**config.mk**
```make
export PLATFORM = sky130hd
export DESIGN_NAME = aes_round_sequencer
export DESIGN_NICKNAME = d
export VERILOG_FILES = /design/src/rtl/aes_round_sequencer.sv
export SDC_FILE = /design/constraint.sdc
export NUM_CORES = 1
export LEC_CHECK = 0
export CORE_AREA = 2 2 253 255
export DETAILED_ROUTE_END_ITERATION = 10
export DIE_AREA = 0 0 255 257
export DONT_BUFFER_PORTS = 1
export PLACE_DENSITY = 0.3
export SETUP_SLACK_MARGIN = 0.4
export SLEW_MARGIN = 15
export SYNTH_ARGS = -nofsm -noshare
export SYNTH_HDL_FRONTEND = slang
export SYNTH_SLANG_ARGS = --single-unit
```
**constraint.sdc**
```tcl
create_clock -name clk -period 1.9 [get_ports clk]
set_input_delay 0.38 -clock clk [delete_from_list [all_inputs] [get_ports clk]]
set_output_delay 0.38 -clock clk [all_outputs]
set_load 0.01 [all_outputs]
```
**src/rtl/aes_round_sequencer.sv**
```systemverilog
// Iterative AES encryption sequencer. It drives an external round datapath and an external key store,
// and keeps one block in flight through the initial AddRoundKey plus NUM_ROUNDS rounds.
module aes_round_sequencer #(
  parameter int NUM_ROUNDS = 10
) (
  input  logic         clk,
  input  logic         rst,
  input  logic         in_valid,
  output logic         in_ready,
  input  logic [127:0] in_block,
  output logic [3:0]   rk_idx,
  input  logic [127:0] rk_data,
  output logic [127:0] rnd_state,
  output logic         rnd_final,
  input  logic [127:0] rnd_result,
  output logic         out_valid,
  input  logic         out_ready,
  output logic [127:0] out_block,
  output logic         busy
);

  localparam logic [3:0] LAST_ROUND = 4'(NUM_ROUNDS);

  typedef enum logic [1:0] {
    IDLE  = 2'b00,
    ROUND = 2'b01,
    DONE  = 2'b10
  } state_t;

  state_t       state_reg;
  logic [3:0]   round_cnt_reg;
  logic [3:0]   round_cnt_next;
  logic [127:0] data_reg;
  logic         in_ready_reg;
  logic         out_valid_reg;
  logic         busy_reg;
  logic         rnd_final_reg;
  logic [3:0]   rk_idx_reg;

  assign round_cnt_next = round_cnt_reg + 4'd1;

  // Every output is a flop updated together with the state, so each one
  // is loaded with the value that belongs to the state being entered.
  always_ff @(posedge clk) begin
    if (rst) begin
      state_reg     <= IDLE;
      round_cnt_reg <= 4'd0;
      data_reg      <= '0;
      in_ready_reg  <= 1'b1;
      out_valid_reg <= 1'b0;
      busy_reg      <= 1'b0;
      rk_idx_reg    <= 4'd0;
      rnd_final_reg <= 1'b0;
    end else begin
      case (state_reg)
        IDLE: begin
          if (in_valid && in_ready_reg) begin
            state_reg     <= ROUND;
            data_reg      <= in_block ^ rk_data;
            round_cnt_reg <= 4'd1;
            rk_idx_reg    <= 4'd1;
            rnd_final_reg <= (LAST_ROUND == 4'd1);
            in_ready_reg  <= 1'b0;
            busy_reg      <= 1'b1;
          end
        end
        ROUND: begin
          data_reg <= rnd_result;
          if (round_cnt_reg < LAST_ROUND) begin
            round_cnt_reg <= round_cnt_next;
            rk_idx_reg    <= round_cnt_next;
            rnd_final_reg <= (round_cnt_next == LAST_ROUND);
          end else begin
            // The counter stays at the final round so it never wraps.
            state_reg     <= DONE;
            rk_idx_reg    <= 4'd0;
            rnd_final_reg <= 1'b0;
            out_valid_reg <= 1'b1;
          end
        end
        DONE: begin
          if (out_ready) begin
            state_reg     <= IDLE;
            out_valid_reg <= 1'b0;
            in_ready_reg  <= 1'b1;
            busy_reg      <= 1'b0;
          end
        end
        default: begin
          state_reg     <= IDLE;
          round_cnt_reg <= 4'd0;
          in_ready_reg  <= 1'b1;
          out_valid_reg <= 1'b0;
          busy_reg      <= 1'b0;
          rk_idx_reg    <= 4'd0;
          rnd_final_reg <= 1'b0;
        end
      endcase
    end
  end

  assign in_ready  = in_ready_reg;
  assign out_valid = out_valid_reg;
  assign busy      = busy_reg;
  assign rk_idx    = rk_idx_reg;
  assign rnd_final = rnd_final_reg;
  assign rnd_state = data_reg;
  assign out_block = data_reg;

endmodule
```
==> metrics.md, run 1 <==
| Metric | Value |
|---|---|
| Status | `finished with violations` |
| Violations in the final reports | `hold timing` |
| Leakage power total | `0.00321 uW` |
| Count of warnings emitted by yosys | `0` |
| Synthesized Nets | `roughly 1300` |
| Hold slack final | `-0.00725 ns` |
| Buffer cell driving the clock tree root | `clkbuf_16` |
| Final Slew Violations | `0` |
| Most frequent standard cell in the layout excluding fill and tap cells | `dfxtp_1` |
| Wire length on met3 | `2880 microns` |
| Clock buffer depth | `2` |
| Arrival time of the worst setup path | `approximately 2 ns` |
| Setup repair after global routing missed its margin | `true` |
| Final std cells w/o fill | `~1600` |
| Share of layout cells above drive strength 1 | `around 16%` |
| Switch Pwr | `3910 uW` |
| Number of instances in the synthesized netlist | `866` |
| Inserted Clock Buffers | `17` |
| Post-DP HPWL | `roughly 21000 microns` |
| H-Tree Depth | `4` |
| Worst Setup Path Type | `register to register` |
| Maximum number of pins on one net before global-route repair | `144` |
| Total number of vias | `about 6400` |
| Clock tree from TritonCTS | `done` |
| Post-Route Utilization | `between 15 and 20%` |
| Transition time at the pin with the least slew margin | `roughly 0.73 ns` |
| Crit-path max cell delay | `around 0.40 ns` |
| Finished layout cell area | `roughly 9500 sq um` |
| DRC violation count after routing | `0` |
| Buffers on Ports | `0` |
| Ratio of routed vias to standard cells | `roughly 4.0` |
| Endpoint of the worst hold path | `out_block[61]` |
| TritonCTS sink count | `142` |
| End of the worst register-to-register path | `out_block[115]` |
| DR WL met2 | `21100 microns` |
| Placement Rows | `92` |
| Combinational share of power | `26.5%` |
| Average wire per standard cell | `between 20 and 25 microns` |
| Data required, critical path | `between 2 and 2.5 ns` |
| Most frequent cells in the layout | `dfxtp_1, xor2_1, a21oi_1` |
| Part of the power in the clock network | `around 34%` |
| # setup viols final | `0` |
| Fin. Hold Viols | `2` |
| Max_slew headroom | `approximately 50%` |
| Final #Nets | `roughly 1100` |
| Via count of the first global-routing pass | `just over 6000` |
| Total instance count after detailed placement | `1530` |
| Mapped Avg Cell Area | `about 8.9 sq um` |
| Post-DP Area | `roughly 7700 sq um` |
| Global placement routability congestion | `0.774` |
| FF-to-FF setup slack | `a little under 0.3 ns` |
| Part of the Yosys area used for sequential elements | `37.1%` |
| Iteration-0 DRC Markers | `around 520` |
| Post-layout worst setup margin | `about 0.29 ns` |
| Hold Crit Depth | `1` |
| Clock latency on the worst-skew pair | `between 0.4 and 0.5 ns` |
| Yosys top cell by area | `dfxtp_1` |
| Setup crit end kind | `register` |
| FF+latch count, synth | `around 140` |
| Clock transition at the registers of the reported paths | `0.07 ns` |
| Wire length of the first global-routing pass | `43700 microns` |
| Share of the cycle needed by the critical path after routing | `a little over four fifths` |
| Synthesis-to-finish area growth | `23.3%` |
| Final setup skew | `0.00529 ns` |
| Worst reg2reg path startpoint | `in_ready` |
| Antenna violations before repair | `2` |
| Worst-case reg-to-reg path depth | `5` |
| Part of the power in registers | `39.8%` |
| Fraction of power spent switching nets | `a little under two fifths` |
| CP cell instances | `a21oi_4 > or2_4 > buf_12 > a222oi_1 > nor2_1` |
| Netlist cell types | `34` |
| Worst setup path start | `in_ready` |
| Power Internal | `6670 uW` |
| Cell types occupying the most area after synthesis | `dfxtp_1, xor2_1, buf_4` |
| Post-DRT Antenna Nets | `0` |
| Routed metal-1 wirelength | `roughly 15000 microns` |
| Number of flip-flops under the largest register name | `approximately 130` |
| Category of cells accounting for the largest share of critical-path delay | `compound AO/OA/AOI/OAI gates` |
| Die Outline Area | `65500 sq um` |
| Fill cell total of the finished layout | `around 7100` |
| Mapped Area | `7670 sq um` |
| Crit path max fanout | `49` |
| WL final | `between 30000 and 40000 microns` |
| Die X | `255 microns` |
| First-pass iteration count of the detailed router | `8` |
| Max IR drop VDD | `0.666 mV` |
| Critical path's slowest cell | `dfxtp_4` |
| Die Y | `around 260 microns` |
| Top-Level Pins | `about 650` |
| Min-Delay Path Class | `input port to register` |
| Share of Yosys cell area claimed by the top area cell type | `between 30 and 40%` |
| Area of the core | `between 60000 and 70000 sq um` |
| Minimum clock period after layout | `about 1.6 ns` |
| Design Power | `10600 uW` |
| Total power density per cell area | `1120 nW/um^2` |
| Startpoint kind of the worst setup timing path | `register` |
| Overall routing resource usage | `9.60%` |
| Max Fclk | `621 MHz` |
| Max-cap violations | `0` |
| Sum of overflow across all layers after global routing | `0` |
| Source of the worst hold timing path | `rst` |
| WP buf/inv | `1` |
| Initial Util | `12.2%` |
| Post-Place Worst Slack | `-0.0279 ns` |
| Top Layer Used | `met4` |
## per-stage QoR
step | hold WS, ns | TNS, ns
floorplan | 0.480 | 0
global placement | 0.468 | -0.130
detailed placement | 0.469 | -0.0818
CTS | -0.0813 | 0
global route | -0.0805 | 0
finish | -0.00725 | 0
## area by class of cell
type | count | area [sq um] | area share (%)
diodes | 1 | 2.50 | 0.0264
clock buffers | 19 | 453 | 4.79
clock inverters | 13 | 138 | 1.45
inverters | 4 | 16.3 | 0.172
multi-input cells | 524 | 3720 | 39.3
flip-flops and latches | 142 | 2850 | 30.1
well taps | 846 | 1060 | 11.2
repair buffers | 64 | 1230 | 13.0
## worst reg2reg max path, stage by stage (launching register included)
cell,delay (ns)
dfxtp_4,0.40
a21oi_4,0.08
or2_4,0.30
buf_12,0.18
a222oi_1,0.47
nor2_1,0.07
## logic make-up after synthesis
family	synth area share (%)
DFF	37.1
and+or+nand+nor	8.38
AOI/OAI and AO/OA	22.7
xor gates and xnor gates	14.7
buffers and inverters	16.8
adders and majority gates	0.326
## power groups by stage
stage | Clock, uW | Combinational, uW | Sequential [uW]
2_1_floorplan | 0 | 1950 | 3860
3_3_place_gp | 0 | 1640 | 4280
3_5_place_dp | 0 | 1650 | 4270
4_1_cts | 3780 | 2000 | 4210
5_1_grt | 3890 | 3050 | 4280
6_report | 3560 | 2810 | 4210
## worst max-delay path by stage
stage                endpoint  slack (ns)  depth (start not counted)
2_1_floorplan  out_block[118]        0.46                          6
3_3_place_gp    out_block[96]       -0.03                          3
3_5_place_dp    out_block[96]       -0.03                          3
4_1_cts         out_block[96]        0.32                          3
5_1_grt        out_block[113]        0.23                          5
6_report       out_block[115]        0.29                          5
## cells in the mapped netlist
cell type,n
nand2_1,86
ha_1,2
nor2_2,1
xor2_1,129
a222oi_1,47
nor2_1,56
clkbuf_1,44
nor2b_1,2
nand2b_1,1
inv_1,3
nand3_1,2
a32oi_1,1
a211oi_1,1
o22ai_1,1
nand4b_1,1
o41ai_1,1
buf_6,5
and4bb_2,1
and3b_1,1
buf_2,19
or2_2,1
dfxtp_1,142
a2bb2oi_1,1
or2_1,1
o21a_1,2
o221ai_1,81
buf_4,128
a21oi_2,1
o21ai_0,6
nor3b_1,2
inv_2,1
nor3_1,2
nand3b_1,1
a21oi_1,93
## per-layer routing
metal | up-vias | global-route usage [%]
met5 | - | 0
met4 | 0 | 4.27
met3 | 61 | 3.89
met2 | 432 | 16.8
met1 | 3152 | 10.0
li1 | 2790 | -
## what timing repair did
item,4_1_cts,5_1_grt
cloned,7,22
endpoints found under the hold margin,141,69
buffers inserted,5,16
resized for setup,22,36
setup endpoints to repair,133,132
pin swaps,4,46
No activity file was read; power rests on OpenSTA's default activity.
==> run 2: changes to the inputs <==
Clock period 1.9 ns to 1.56 ns, I/O delays scaled along.
==> metrics.md, run 2 (same netlist as run 1, synthesis figures left out) <==
| Metric | Value |
|---|---|
| Status | `finished with violations (unchanged)` |
| Violations in the final reports | `hold timing (unchanged)` |
| Post-DRT Antenna Nets | `0 (unchanged)` |
| Synthesis-to-finish area growth | `35.3% (was 23.3%)` |
| Worst setup path start | `state_reg[1] (was in_ready)` |
| Clock tree from TritonCTS | `done (unchanged)` |
| Average wire per standard cell | `22.2 microns (was 24.6 microns)` |
| GRT busiest layer | `met2 (unchanged)` |
| First-pass iteration count of the detailed router | `7 (was 8)` |
| Die Outline Area | `65500 sq um (unchanged)` |
| Share of the cycle needed by the critical path after routing | `98.5% (was 84.7%)` |
| Final Slew Violations | `0 (unchanged)` |
| Area of the core | `62700 sq um (unchanged)` |
| Met1 GRT Util | `8.96% (was 10.0%)` |
| Via count of the first global-routing pass | `6186 (was 6036)` |
| Ratio of routed vias to standard cells | `3.95 (was 3.99)` |
| Transition time at the pin with the least slew margin | `0.414 ns (was 0.733 ns)` |
| Die X | `255 microns (unchanged)` |
| H-Tree Depth | `4 (unchanged)` |
| TritonCTS sink count | `142 (unchanged)` |
| Data required, critical path | `1.91 ns (was 2.26 ns)` |
| Max_slew headroom | `72.3% (was 51.1%)` |
| Sum of overflow across all layers after global routing | `0 (unchanged)` |
| Die Y | `257 microns (unchanged)` |
| Clock latency on the worst-skew pair | `0.47 ns (about the same)` |
| Iteration-0 DRC Markers | `467 (was 519)` |
| Placement Rows | `92 (unchanged)` |
| Minimum clock period after layout | `1.54 ns (was 1.61 ns)` |
| DRC violation count after routing | `0 (unchanged)` |
| Overall routing resource usage | `8.74% (was 9.60%)` |
| Arrival time of the worst setup path | `1.89 ns (was 1.97 ns)` |
| Initial Util | `12.2% (unchanged)` |
| Buffers on Ports | `0 (unchanged)` |
| Hold slack final | `-0.0955 ns (was -0.00725 ns)` |
| Max Fclk | `651 MHz (was 621 MHz)` |
| Clock buffer depth | `2 (unchanged)` |
| Total power density per cell area | `1310 nW/um^2 (was 1120 nW/um^2)` |
| Startpoint kind of the worst setup timing path | `register (unchanged)` |
| Met2 Resource Use GR | `15.0% (was 16.8%)` |
| Finished layout cell area | `10400 sq um (was 9460 sq um)` |
| Worst Setup Path Type | `register to register (unchanged)` |
| Post-DP HPWL | `22200 microns (was 20900 microns)` |
| Worst reg2reg path startpoint | `state_reg[1] (was in_ready)` |
| Setup repair after global routing missed its margin | `true (unchanged)` |
| Inserted Clock Buffers | `17 (unchanged)` |
| Setup crit end kind | `register (unchanged)` |
| Clock transition at the registers of the reported paths | `0.07 ns (about the same)` |
| Total number of vias | `6485 (was 6435)` |
| Min-Delay Path Class | `input port to register (unchanged)` |
| Buffer cell driving the clock tree root | `clkbuf_16 (unchanged)` |
| GRT met3 Usage | `3.65% (was 3.89%)` |
| Leakage power total | `0.00348 uW (was 0.00321 uW)` |
| Crit path max fanout | `18 (was 49)` |
| Top-Level Pins | `652 (unchanged)` |
| Post-DP Area | `7900 sq um (was 7650 sq um)` |
| Wire length of the first global-routing pass | `41100 microns (was 43700 microns)` |
| Antenna violations before repair | `0 (was 2)` |
| Post-Place Worst Slack | `0.0234 ns (was -0.0279 ns)` |
| # setup viols final | `0 (unchanged)` |
| Number of antenna repair diodes | `0 (was 1)` |
| Maximum number of pins on one net before global-route repair | `144 (unchanged)` |
| Max-cap violations | `0 (unchanged)` |
| Source of the worst hold timing path | `rst (unchanged)` |
| Max IR drop VDD | `0.779 mV (was 0.666 mV)` |
| Global placement routability congestion | `0.799 (was 0.774)` |
| Most frequent cells in the layout | `xor2_1, dfxtp_4, a21oi_1 (was dfxtp_1, xor2_1, a21oi_1)` |
| Post-layout worst setup margin | `0.0240 ns (was 0.290 ns)` |
| Final #Nets | `1172 (was 1143)` |
| Final setup skew | `0.0105 ns (was 0.00529 ns)` |
| WL final | `36300 microns (was 39700 microns)` |
| Fin. Hold Viols | `44 (was 2)` |
| Share of layout cells above drive strength 1 | `38.5% (was 16.2%)` |
| Number of flip-flops under the largest register name | `128 (unchanged)` |
-- run 2: cell count changes in the layout (fill, tap and decap cells not counted), sizes merged, moves of 2 or more --
cell         delta
dlygate4sd3    +23
buf             +5
bufinv          +5
clkinv          -2
clkinvlp        -2
-- run 2: worst paths after layout --
path / slack (ns) / to / cells after the start
worst min register to register: 0.51 / out_block[65] / 2
worst max-delay path: 0.02 / out_block[108] / 5
worst max register to register: 0.02 / out_block[108] / 5
worst min-delay path: -0.1 / out_block[61] / 1
-- run 2: metal layers --
metal  wire length [microns]  vias up
li1                        -     2842
met1                   13400     3112
met2                   18200      459
met3                    3150       72
met4                    1560        0
met5                       0        -
-- run 2: per-stage QoR --
stage               hold slack, ns  std cells  util (%)  setup TNS (ns)  total power (uW)
floorplan                    0.462        866         -               0              7130
finish                     -0.0955       1640      16.6               0             13600
CTS                         -0.149       1605      14.1               0             12700
global route                -0.144       1640      16.6          -0.383             14400
global placement             0.399       1551      12.6               0              7400
detailed placement           0.401       1551      12.6               0              7400
-- run 2: worst max-delay path, stage by stage (launching register included) --
cell and delay [ns]:
dfxtp_2 0.33, buf_6 0.12, or2_4 0.31, clkbuf_16 0.21, a222oi_1 0.36, nor2_1 0.07
-- run 2: report_power, final --
group          switching [uW]  internal, uW
Clock                    1820          3160
Combinational            1720          1620
Sequential               1050          4220
Total                    4580          9000
-- run 2: repair_timing --
item / 4_1_cts / 5_1_grt
setup endpoints to repair: 405 / 406
gates resized for setup: 7 / 355
cloned: 1 / 25
buffers inserted: 0 / 9
endpoints found under the hold margin: 142 / 142
pin swaps: 3 / 25
hold buffers: 22 / 1
-- run 2: layout make-up --
cell class,instances,area [sq um]
clock buffers,18,429
clock inverters,13,262
inverters,4,16.3
fillers,7051,52400
well taps,846,1060
flip-flops and latches,142,3340
repair buffers,93,1370
multi-input cells,524,3910
